--- src/rtl/reg_wb_arbiter.sv ---
// rtl/reg_wb_arbiter.sv - register-file write-port controller: init sweep, then round-robin writeback arbitration.
// Optional contention counter enabled by defining REG_WB_ARB_CONTENTION_EN.
module reg_wb_arbiter #(
  parameter int                NUM_REGS   = 32,
  parameter int                ADDR_W     = 5,
  parameter int                DATA_W     = 32,
  parameter logic [DATA_W-1:0] INIT_VALUE = '0
) (
  input  logic              clock,
  input  logic              reset,
  input  logic              req0_valid,
  input  logic [ADDR_W-1:0] req0_addr,
  input  logic [DATA_W-1:0] req0_data,
  output logic              req0_ready,
  input  logic              req1_valid,
  input  logic [ADDR_W-1:0] req1_addr,
  input  logic [DATA_W-1:0] req1_data,
  output logic              req1_ready,
  output logic              wr_en,
  output logic [ADDR_W-1:0] wr_addr,
  output logic [DATA_W-1:0] wr_data,
  output logic              init_done
`ifdef REG_WB_ARB_CONTENTION_EN
  , output logic [15:0]     contention_count
`endif
);

  localparam logic [0:0] ST_INIT = 1'b0;
  localparam logic [0:0] ST_RUN  = 1'b1;

  logic [0:0]        state;
  logic [ADDR_W-1:0] init_cnt;
  logic              rr_ptr;
  logic              acc0;
  logic              acc1;
  logic [ADDR_W-1:0] sel_addr;
  logic [DATA_W-1:0] sel_data;

  // rr_ptr names the last granted requester; on a tie the other one wins.
  always_comb begin
    req0_ready = 1'b0;
    req1_ready = 1'b0;
    if (state == ST_RUN) begin
      req0_ready = req0_valid && (!req1_valid || rr_ptr);
      req1_ready = req1_valid && (!req0_valid || !rr_ptr);
    end
  end

  assign acc0     = req0_valid && req0_ready;
  assign acc1     = req1_valid && req1_ready;
  assign sel_addr = acc1 ? req1_addr : req0_addr;
  assign sel_data = acc1 ? req1_data : req0_data;

  always_ff @(posedge clock or posedge reset) begin
    if (reset) begin
      state     <= ST_INIT;
      init_cnt  <= '0;
      rr_ptr    <= 1'b0;
      wr_en     <= 1'b0;
      wr_addr   <= '0;
      wr_data   <= '0;
      init_done <= 1'b0;
    end else if (state == ST_INIT) begin
      wr_en    <= 1'b1;
      wr_addr  <= init_cnt;
      wr_data  <= INIT_VALUE;
      init_cnt <= init_cnt + 1'b1;
      if (init_cnt == ADDR_W'(NUM_REGS - 1)) begin
        state     <= ST_RUN;
        init_done <= 1'b1;
      end
    end else begin
      // Writes to x0 still complete the handshake but never reach the file.
      wr_en <= (acc0 || acc1) && (sel_addr != '0);
      if ((acc0 || acc1) && (sel_addr != '0)) begin
        wr_addr <= sel_addr;
        wr_data <= sel_data;
      end
      if (acc0) begin
        rr_ptr <= 1'b0;
      end else if (acc1) begin
        rr_ptr <= 1'b1;
      end
    end
  end

`ifdef REG_WB_ARB_CONTENTION_EN
  always_ff @(posedge clock or posedge reset) begin
    if (reset) begin
      contention_count <= '0;
    end else if (state == ST_RUN && req0_valid && req1_valid &&
                 contention_count != 16'hFFFF) begin
      contention_count <= contention_count + 16'd1;
    end
  end
`endif

endmodule

--- config.mk ---
export PLATFORM = sky130hd
export DESIGN_NAME = reg_wb_arbiter
export DESIGN_NICKNAME = d
export VERILOG_FILES = /design/src/rtl/reg_wb_arbiter.sv
export SDC_FILE = /design/constraint.sdc
export NUM_CORES = 1
export LEC_CHECK = 0
export ABC_AREA = 1
export BUFFER_PORTS_ARGS = -buffer_cell sky130_fd_sc_hd__buf_2
export CORE_MARGIN = 3
export CORE_UTILIZATION = 48
export CTS_BUF_LIST = sky130_fd_sc_hd__clkbuf_8
export DETAILED_ROUTE_END_ITERATION = 10
export PLACE_DENSITY = 0.88
export REMOVE_ABC_BUFFERS = 1
export SLEW_MARGIN = 40
export SYNTH_ARGS = -nofsm -noshare
export SYNTH_HDL_FRONTEND = slang
export SYNTH_SLANG_ARGS = --single-unit
--- constraint.sdc ---
create_clock -name clock -period 2.4 [get_ports clock]
set_clock_uncertainty 0.05 [all_clocks]
set_input_delay 0.12 -clock clock [delete_from_list [all_inputs] [get_ports clock]]
set_output_delay 0.12 -clock clock [all_outputs]
set_load 0.01 [all_outputs]
==> flow_summary.json, run 1 <==
{
  "start_util_pct": 50.4,
  "timing.rr.end": "wr_data[6]",
  "synth_edf_count": 0,
  "core_area_um2": 4820,
  "nFillCells": 436,
  "worstSetupStartpointType": "register",
  "combPwrFrac_pct": 26.9,
  "first_pass_iters": 4,
  "routedWlPerCell_um": 12.1,
  "ff_latch_area_um2": 1150,
  "worst_ep_arrival_time_ns": 2.15,
  "clock-sinks": 46,
  "outcome": "complete, no violations",
  "worstHoldPathCells": 5,
  "synthArstFlopShare_pct": 100,
  "critPathKind": "register to register",
  "grt_max_degree": 47,
  "hp-class": "input pin to register",
  "hold_start": "req1_data[31]",
  "fmax_mhz": 507,
  "clkSlewWorstSetupHoldPaths_ns": 0.08,
  "post_cts_resized": 0,
  "die_w_um": 77.1,
  "cts_tree": "yes",
  "synth_warnings": 0,
  "slew_violations": 0,
  "totalWireLength_um": 6310,
  "end_kind": "register",
  "hold_end": "wr_data[31]",
  "synth_top_cell_area_share_pct": 47.4,
  "synth.avg_cell_area_um2": 7.12,
  "clock_latency_ns": 0.28,
  "finalInstanceArea_um2": 3180,
  "fin_nets": 536,
  "worst_pin_slew_ns": 0.557,
  "intPower_w": 0.00146,
  "setup-violations-final": 0,
  "multi_input_area_um2": 1100,
  "synth_seq_area_share_pct": 47.4,
  "clockBufferDepth": 2,
  "io_buffers": 118,
  "detailed_place_hpwl_um": 4650,
  "ant_nets": 0,
  "fin_tns_setup_ns": 0,
  "yosysTopAreaCell": "dfrtp_1",
  "grt_pass1_wl_um": 10500,
  "cp_max_fo": 31,
  "synth.area.top_cells": "dfrtp_1 47%, nand2_1 30%, nand3_1 8.2%, inv_1 2.6%, o21ai_0 1.6%",
  "cts_setup_buffers": 0,
  "synthCells": 341,
  "leakagePower_nw": 1.97,
  "required_ns": 2.58,
  "rows": 25,
  "rrSetupSlack_ns": 0.43,
  "cts_buffers": 5,
  "r2r-start": "state",
  "period_share_pct": 82.1,
  "grt_pass1_vias": 2419,
  "slew_headroom_pct": 62.9,
  "maxCapViolCount": 0,
  "globalplace.congestion": 0.793,
  "period_minus_slack_ns": 1.97,
  "routed-via-count": 2521,
  "finalPower_w": 0.00211,
  "power_density_nw_per_um2": 662,
  "cts_root_buf": "clkbuf_8",
  "netSwitchingFraction_pct": 30.6,
  "antenna_found_initial": 0,
  "htree_levels": 2,
  "area_growth_syn_to_layout_pct": 31.0,
  "netlist_area_um2": 2430,
  "pwr-share-seq_pct": 45.5,
  "vias_per_cell": 4.82,
  "hold_viol": 0,
  "pwr-share-clk_pct": 27.6,
  "place_area_um2": 3060,
  "layout-drive-gt1-share_pct": 30.7,
  "reg2regPathDepth": 9,
  "ir_drop_mv": 0.416,
  "die_h_um": 77.1,
  "synth-main-ff-cell": "dfrtp_1",
  "rsz0062_at_grt": "no",
  "overflow": 0,
  "p_sw_w": 0.000644,
  "io_pins": 119,
  "yosys-top-cells-count": "193 x nand2_1, 46 x dfrtp_1, 40 x nand3_1",
  "track_usage_pct": 21.4,
  "yosysMostFrequentCell": "nand2_1",
  "dieArea_um2": 5950,
  "drc": 0,
  "synth_seq_cells": 46,
  "antenna-diode-count": 0,
  "whs_ns": 0.0666,
  "ys_types": 23,
  "initialDrtViolationCount": 124
}
-- power groups by stage --
stage	sequential, W	combinational (W)	clock [W]
2_1_floorplan	0.00102	0.000246	0
3_3_place_gp	0.000967	0.000551	0
3_5_place_dp	0.000971	0.000571	0
4_1_cts	0.000958	0.000572	0.000587
5_1_grt	0.000974	0.000642	0.000621
6_report	0.000958	0.000566	0.000582
-- final cells by class --
type / instances / area share (%)
sequential: 46 / 36.2
tap: 67 / 2.63
inverter: 18 / 2.20
clock inverter: 1 / 0.944
clock buffer: 6 / 2.60
multi-input combinational: 257 / 34.4
timing repair buffer: 128 / 21.0
-- stage by stage --
step | std cells | util (%) | worst slack (ns)
after floorplan | 321 | - | -1.52
after global placement | 515 | 63.5 | 0.520
after detailed placement | 515 | 63.5 | 0.456
after CTS | 523 | 66.1 | 0.426
after global routing | 523 | 66.1 | 0.187
final | 523 | 66.1 | 0.429
-- registers in the layout (all words and copies together) (netlist names) --
| name | count |
|---|---|
| wr_en | 1 |
| wr_data | 32 |
| init_cnt | 5 |
| init_done | 1 |
| wr_addr | 5 |
| rr_ptr | 1 |
| state | 1 |
-- cells in the final DEF, fill, tap and decap left out --
cell type,instances
bufinv_16,1
a21oi_2,1
xor2_1,2
nand2_4,1
nand2_1,193
a21o_1,1
buf_2,118
o21bai_2,1
inv_2,1
o21ai_0,8
or2_2,1
nand3b_1,1
dlygate4sd3_1,1
inv_4,1
buf_4,9
dfrtp_1,46
clkbuf_8,6
a21oi_1,1
nand4_1,2
inv_1,16
nor2_1,1
xnor2_1,1
and3_1,1
nand3_1,40
ha_1,2
-- critical path, stage by stage (launching register included) --
cell      delay, ns
dfrtp_1        0.41
nand2_4        0.07
a21oi_2        0.16
buf_4          0.29
nor2_1         0.11
o21bai_2       0.24
inv_1          0.09
buf_4          0.30
nand2_1        0.10
nand2_1        0.08
-- how the worst max path moves through the flow --
| stage | from | endpoint | cells after the start |
|---|---|---|---|
| 2_1_floorplan | state | wr_data[0] | 9 |
| 3_3_place_gp | state | wr_data[27] | 9 |
| 3_5_place_dp | state | wr_data[18] | 9 |
| 4_1_cts | state | wr_data[6] | 9 |
| 5_1_grt | state | wr_data[1] | 9 |
| 6_report | state | wr_data[6] | 9 |
-- what timing repair did --
| action | in CTS | in global routing |
|---|---|---|
| hold buffers | 1 | 0 |
| setup endpoints to repair | 0 | 0 |
| hold endpoints to repair | 46 | 0 |
-- layer usage --
layer | GRT usage, % | vias up | wire (um)
met1 | 25.7 | 1127 | 2660
li1 | - | 1277 | -
met2 | 37.9 | 107 | 3140
met5 | 0 | - | 0
met4 | 7.30 | 0 | 83
met3 | 4.46 | 10 | 419
-- kinds of logic after synthesis --
logic type | after synthesis | synth area share (%)
simple gates | 240 | 40.0
flops | 46 | 47.4
buf+inv | 38 | 7.47
compound gates | 12 | 2.99
xor+xnor | 3 | 1.08
fa+ha+maj | 2 | 1.03
Note: power is estimated with default switching activity, not from simulation.
==> inputs of run 2 (changes only) <==
CORE_UTILIZATION = 43   (was 48)
PLACE_DENSITY = 0.84   (was 0.88)
clock period = 1.68 ns   (was 2.4 ns; I/O delays follow)
==> flow_summary.json, run 2 (synthesized netlist as in run 1, its figures left out) <==
{
  "crit_slowest_cell": "dfrtp_1",
  "routedWlPerCell_um": 11.9,
  "routed-via-count": 2526,
  "grt_max_degree": 45,
  "clock_latency_ns": 0.29,
  "totalWireLength_um": 6400,
  "cp_max_fo": 21,
  "worstHoldPathCells": 5,
  "htree_levels": 2,
  "reg2regPathDepth": 11,
  "nFillCells": 500,
  "hold_viol": 0,
  "critical_path.startpoint": "state",
  "crit_buf_inv": 3,
  "place_inst": 527,
  "slew_violations": 0,
  "required_ns": 1.81,
  "path_common_cell": "nand2_1",
  "die_h_um": 81.2,
  "finalPower_w": 0.00288,
  "rows": 26,
  "slew_headroom_pct": 75.0,
  "end_kind": "register",
  "overflow": 0,
  "vias_per_cell": 4.69,
  "final_core_util_pct": 63.2,
  "ant_nets": 0,
  "largest_reg_flops": 32,
  "cp_top_family": "simple AND/OR/NAND/NOR gates",
  "instances_no_fill": 539,
  "cts_tree": "yes",
  "hp-class": "input pin to register",
  "timing.rr.end": "wr_data[5]",
  "start_util_pct": 46.1,
  "layout_common_cells": "189 x nand2_1, 119 x buf_2, 46 x dfrtp_1",
  "antenna-diode-count": 0,
  "fin_nets": 548,
  "hold_end": "wr_data[3]",
  "antenna_found_initial": 0,
  "rrSetupSlack_ns": 0.02,
  "cts_root_buf": "clkbuf_8",
  "globalplace.congestion": 0.819,
  "drc": 0,
  "grt_pass1_vias": 2352,
  "worst_pin_slew_ns": 0.374,
  "finalWorstSetupSlack_ns": 0.0205,
  "r2r-start": "state",
  "initialDrtViolationCount": 175,
  "largestRegisters": "wr_data x32, init_cnt x5, wr_addr x5",
  "slowest_delay_ns": 0.42,
  "multi_input_area_um2": 1130,
  "crit_chain": "nand2_4, inv_4, nand2_4, nand2_1, o21ai_2, nand2_1, o21bai_4, inv_2, buf_12, nand2_1, nand2_1",
  "rsz0062_at_grt": "yes",
  "core_area_um2": 5270,
  "place_ws_ns": -0.172,
  "fmax_mhz": 603,
  "setup-violations-final": 0,
  "clockBufferDepth": 2,
  "ir_drop_mv": 0.473,
  "first_pass_iters": 4,
  "leakagePower_nw": 2.04,
  "clock-sinks": 46,
  "outcome": "complete, no violations",
  "die_w_um": 81.2,
  "ff_latch_area_um2": 1150,
  "cts_buffers": 5,
  "final_common_cell": "nand2_1",
  "period_share_pct": 98.8,
  "track_usage_pct": 19.3,
  "io_pins": 119,
  "period_minus_slack_ns": 1.66,
  "detailed_place_hpwl_um": 4820,
  "worstSetupStartpointType": "register",
  "maxCapViolCount": 0,
  "dieArea_um2": 6590,
  "area_growth_syn_to_layout_pct": 37.2,
  "worst_ep_arrival_time_ns": 1.79,
  "layout-drive-gt1-share_pct": 34.1,
  "grt_pass1_wl_um": 10000,
  "clkSlewWorstSetupHoldPaths_ns": 0.08,
  "io_buffers": 118,
  "power_density_nw_per_um2": 863,
  "fin_tns_setup_ns": 0,
  "top_register": "wr_data",
  "critPathKind": "register to register",
  "hold_start": "req1_data[3]"
}
==> run 2: where the power goes <==
part           switching (W)  internal (W)  total (W)
Combinational       0.000490      0.000381   0.000871
Sequential         0.0000938       0.00127    0.00137
Clock               0.000351      0.000288   0.000638
==> run 2: area by class of cell <==
type | count | share of cell area [%]
clock inverters | 3 | 0.526
multi-input cells | 257 | 34.0
clock buffers | 5 | 2.06
inverters | 18 | 2.21
flip-flops and latches | 46 | 34.5
well taps | 70 | 2.63
repair buffers | 140 | 24.0
==> run 2: worst max-delay path by stage <==
| stage | end | slack [ns] | cells after the start |
|---|---|---|---|
| floorplan | wr_data[0] | -2.24 | 9 |
| global placement | wr_data[27] | -0.008 | 9 |
| detailed placement | wr_data[4] | -0.17 | 10 |
| CTS | wr_data[13] | -0.03 | 10 |
| global route | wr_data[5] | -0.07 | 10 |
| finish | wr_data[5] | 0.02 | 11 |
==> run 2: timing repair <==
item	4_1_cts	5_1_grt
resized for setup	5	20
pin swaps	1	3
hold endpoints to repair	17	0
hold buffers	1	0
setup endpoints to repair	40	41
setup buffers	0	3
==> run 2: worst register-to-register path: stages, from the launching register on <==
cell      delay [ns]
dfrtp_1         0.42
nand2_4         0.12
inv_4           0.04
nand2_4         0.09
nand2_1         0.07
o21ai_2         0.07
nand2_1         0.11
o21bai_4        0.21
inv_2           0.09
buf_12          0.16
nand2_1         0.08
nand2_1         0.05
==> run 2: per-layer routing <==
| metal | track usage (%) | part of all wire (%) | vias to the layer above |
|---|---|---|---|
| li1 | - | - | 1306 |
| met1 | 22.5 | 42 | 1131 |
| met2 | 35.1 | 50 | 85 |
| met3 | 4.32 | 7.3 | 4 |
| met4 | 6.25 | 0.88 | 0 |
| met5 | 0 | 0 | - |
==> run 2: metrics by stage <==
step / area [um2] / hold slack (ns)
2_1_floorplan: 2310 / 0.219
3_3_place_gp: 3130 / 0.0306
3_5_place_dp: 3130 / 0.0325
4_1_cts: 3240 / 0.0268
5_1_grt: 3330 / 0.0495
6_report: 3330 / 0.0350
==> inputs of run 3 (changes only) <==
CORE_ASPECT_RATIO = 1.25   (was default)
CORE_UTILIZATION = 42   (was 43)
CTS_BUF_LIST = sky130_fd_sc_hd__clkbuf_16   (was sky130_fd_sc_hd__clkbuf_8)
PLACE_DENSITY = 0.82   (was 0.84)
==> flow_summary.json, run 3 (synthesized netlist as in run 1, its figures left out) <==
{
  "hp-class": "input pin to register",
  "detailed_place_hpwl_um": 4730,
  "setup-violations-final": 0,
  "slew_headroom_pct": 74.2,
  "totalWireLength_um": 6550,
  "core_area_um2": 5520,
  "largest_reg_flops": 32,
  "start_util_pct": 44.0,
  "layout-drive-gt1-share_pct": 36.8,
  "outcome": "complete, no violations",
  "htree_levels": 2,
  "hold_end": "wr_data[13]",
  "routed-via-count": 2539,
  "largestRegisters": "wr_data x32, init_cnt x5, wr_addr x5",
  "cts_buffers": 5,
  "maxCapViolCount": 0,
  "track_usage_pct": 19.1,
  "antenna_found_initial": 0,
  "cts_root_buf": "clkbuf_16",
  "clkSlewWorstSetupHoldPaths_ns": 0.06,
  "worstHoldPathCells": 5,
  "timing.rr.end": "wr_data[1]",
  "period_share_pct": 99.2,
  "ant_nets": 0,
  "reg2regPathDepth": 10,
  "required_ns": 1.85,
  "first_pass_iters": 4,
  "die_w_um": 74.0,
  "hold_start": "req1_data[13]",
  "fin_tns_setup_ns": 0,
  "nFillCells": 484,
  "rrSetupSlack_ns": 0.01,
  "place_ws_ns": -0.0873,
  "routedWlPerCell_um": 12.1,
  "grt_max_degree": 45,
  "leakagePower_nw": 2.13,
  "power_density_nw_per_um2": 999,
  "ir_drop_mv": 0.525,
  "dieArea_um2": 6740,
  "fmax_mhz": 600,
  "clock-sinks": 46,
  "die_h_um": 91.0,
  "area_growth_syn_to_layout_pct": 45.5,
  "worst_pin_slew_ns": 0.387,
  "rsz0062_at_grt": "yes",
  "worst_ep_arrival_time_ns": 1.83,
  "rows": 30,
  "period_minus_slack_ns": 1.67,
  "clockBufferDepth": 2,
  "antenna-diode-count": 0,
  "top_register": "wr_data",
  "globalplace.congestion": 0.804,
  "slew_violations": 0,
  "overflow": 0,
  "vias_per_cell": 4.70,
  "clock_latency_ns": 0.28,
  "r2r-start": "rr_ptr",
  "drc": 0,
  "io_pins": 119,
  "hold_viol": 0,
  "cts_tree": "yes",
  "place_inst": 519,
  "finalWorstSetupSlack_ns": 0.0137,
  "final_common_cell": "nand2_1",
  "grt_pass1_wl_um": 10400,
  "grt_pass1_vias": 2336,
  "worstSetupStartpointType": "register",
  "fin_nets": 555,
  "io_buffers": 118,
  "critPathKind": "register to register",
  "initialDrtViolationCount": 115,
  "instances_no_fill": 540,
  "layout_common_cells": "184 x nand2_1, 118 x buf_2, 45 x dfrtp_1",
  "end_kind": "register",
  "cp_max_fo": 9
}
[run 3: cell types whose count changed in the layout (fill, tap and decap cells not counted), moves of 2 or more]
cell,before,now
nand2_2,3,7
nand2_1,189,184
clkbuf_8,5,0
bufinv_16,0,2
clkbuf_16,0,6
buf_4,14,20
nand3_1,39,36
nand3_2,1,4
[run 3: what timing repair did]
item | CTS | global route
hold buffers | 1 | 0
setup buffers | 0 | 11
setup endpoints to repair | 38 | 40
pin swaps | 0 | 8
resized for setup | 5 | 22
endpoints found under the hold margin | 18 | 0
cloned | 0 | 1
[run 3: per-layer routing]
layer | global-route usage (%) | wire length [um] | up-vias
met5 | 0 | 0 | -
met3 | 3.54 | 347 | 6
li1 | - | - | 1324
met2 | 32.0 | 3350 | 87
met1 | 25.1 | 2800 | 1122
met4 | 4.83 | 53 | 0
[run 3: layout make-up]
type,count,area [um2],share of cell area [%]
multi-input cells,257,1160,32.9
flip-flops and latches,46,1150,32.6
repair buffers,147,875,24.8
clock buffers,5,125,3.54
well taps,64,80.1,2.27
inverters,18,73.8,2.09
clock inverters,3,63.8,1.81
[run 3: report_power, final]
group | total, W | internal (W) | switching (W)
combinational | 0.000919 | 0.000417 | 0.000502
clock | 0.00124 | 0.000847 | 0.000392
sequential | 0.00137 | 0.00128 | 0.0000966
total | 0.00353 | 0.00254 | 0.000991
[run 3: worst max path at each step]
stage / start / end / slack [ns] / cells after the start
2_1_floorplan: state / wr_data[0] / -2.24 / 9
3_3_place_gp: state / wr_addr[0] / -0.02 / 7
3_5_place_dp: rr_ptr / wr_addr[2] / -0.09 / 9
4_1_cts: state / wr_addr[2] / 0.008 / 11
5_1_grt: rr_ptr / wr_data[17] / -0.09 / 10
6_report: rr_ptr / wr_data[1] / 0.01 / 10
[run 3: through the flow]
stage	area (um2)	util, %	power [W]	hold WS (ns)
global route	3530	64.0	0.00375	0.0521
floorplan	2310	-	0.00181	0.219
global placement	3140	56.9	0.00221	0.0361
detailed placement	3140	56.9	0.00224	0.0417
finish	3530	64.0	0.00353	0.0386
CTS	3350	60.8	0.00350	0.0352
[run 3: critical path: stages, from the launching register on]
cell	delay, ns
dfrtp_2	0.45
nand2_4	0.10
buf_6	0.11
nand3_2	0.09
nand2_1	0.08
nand3_2	0.10
o21bai_4	0.19
buf_6	0.16
clkbuf_16	0.15
nand3_1	0.06
nand2_1	0.07
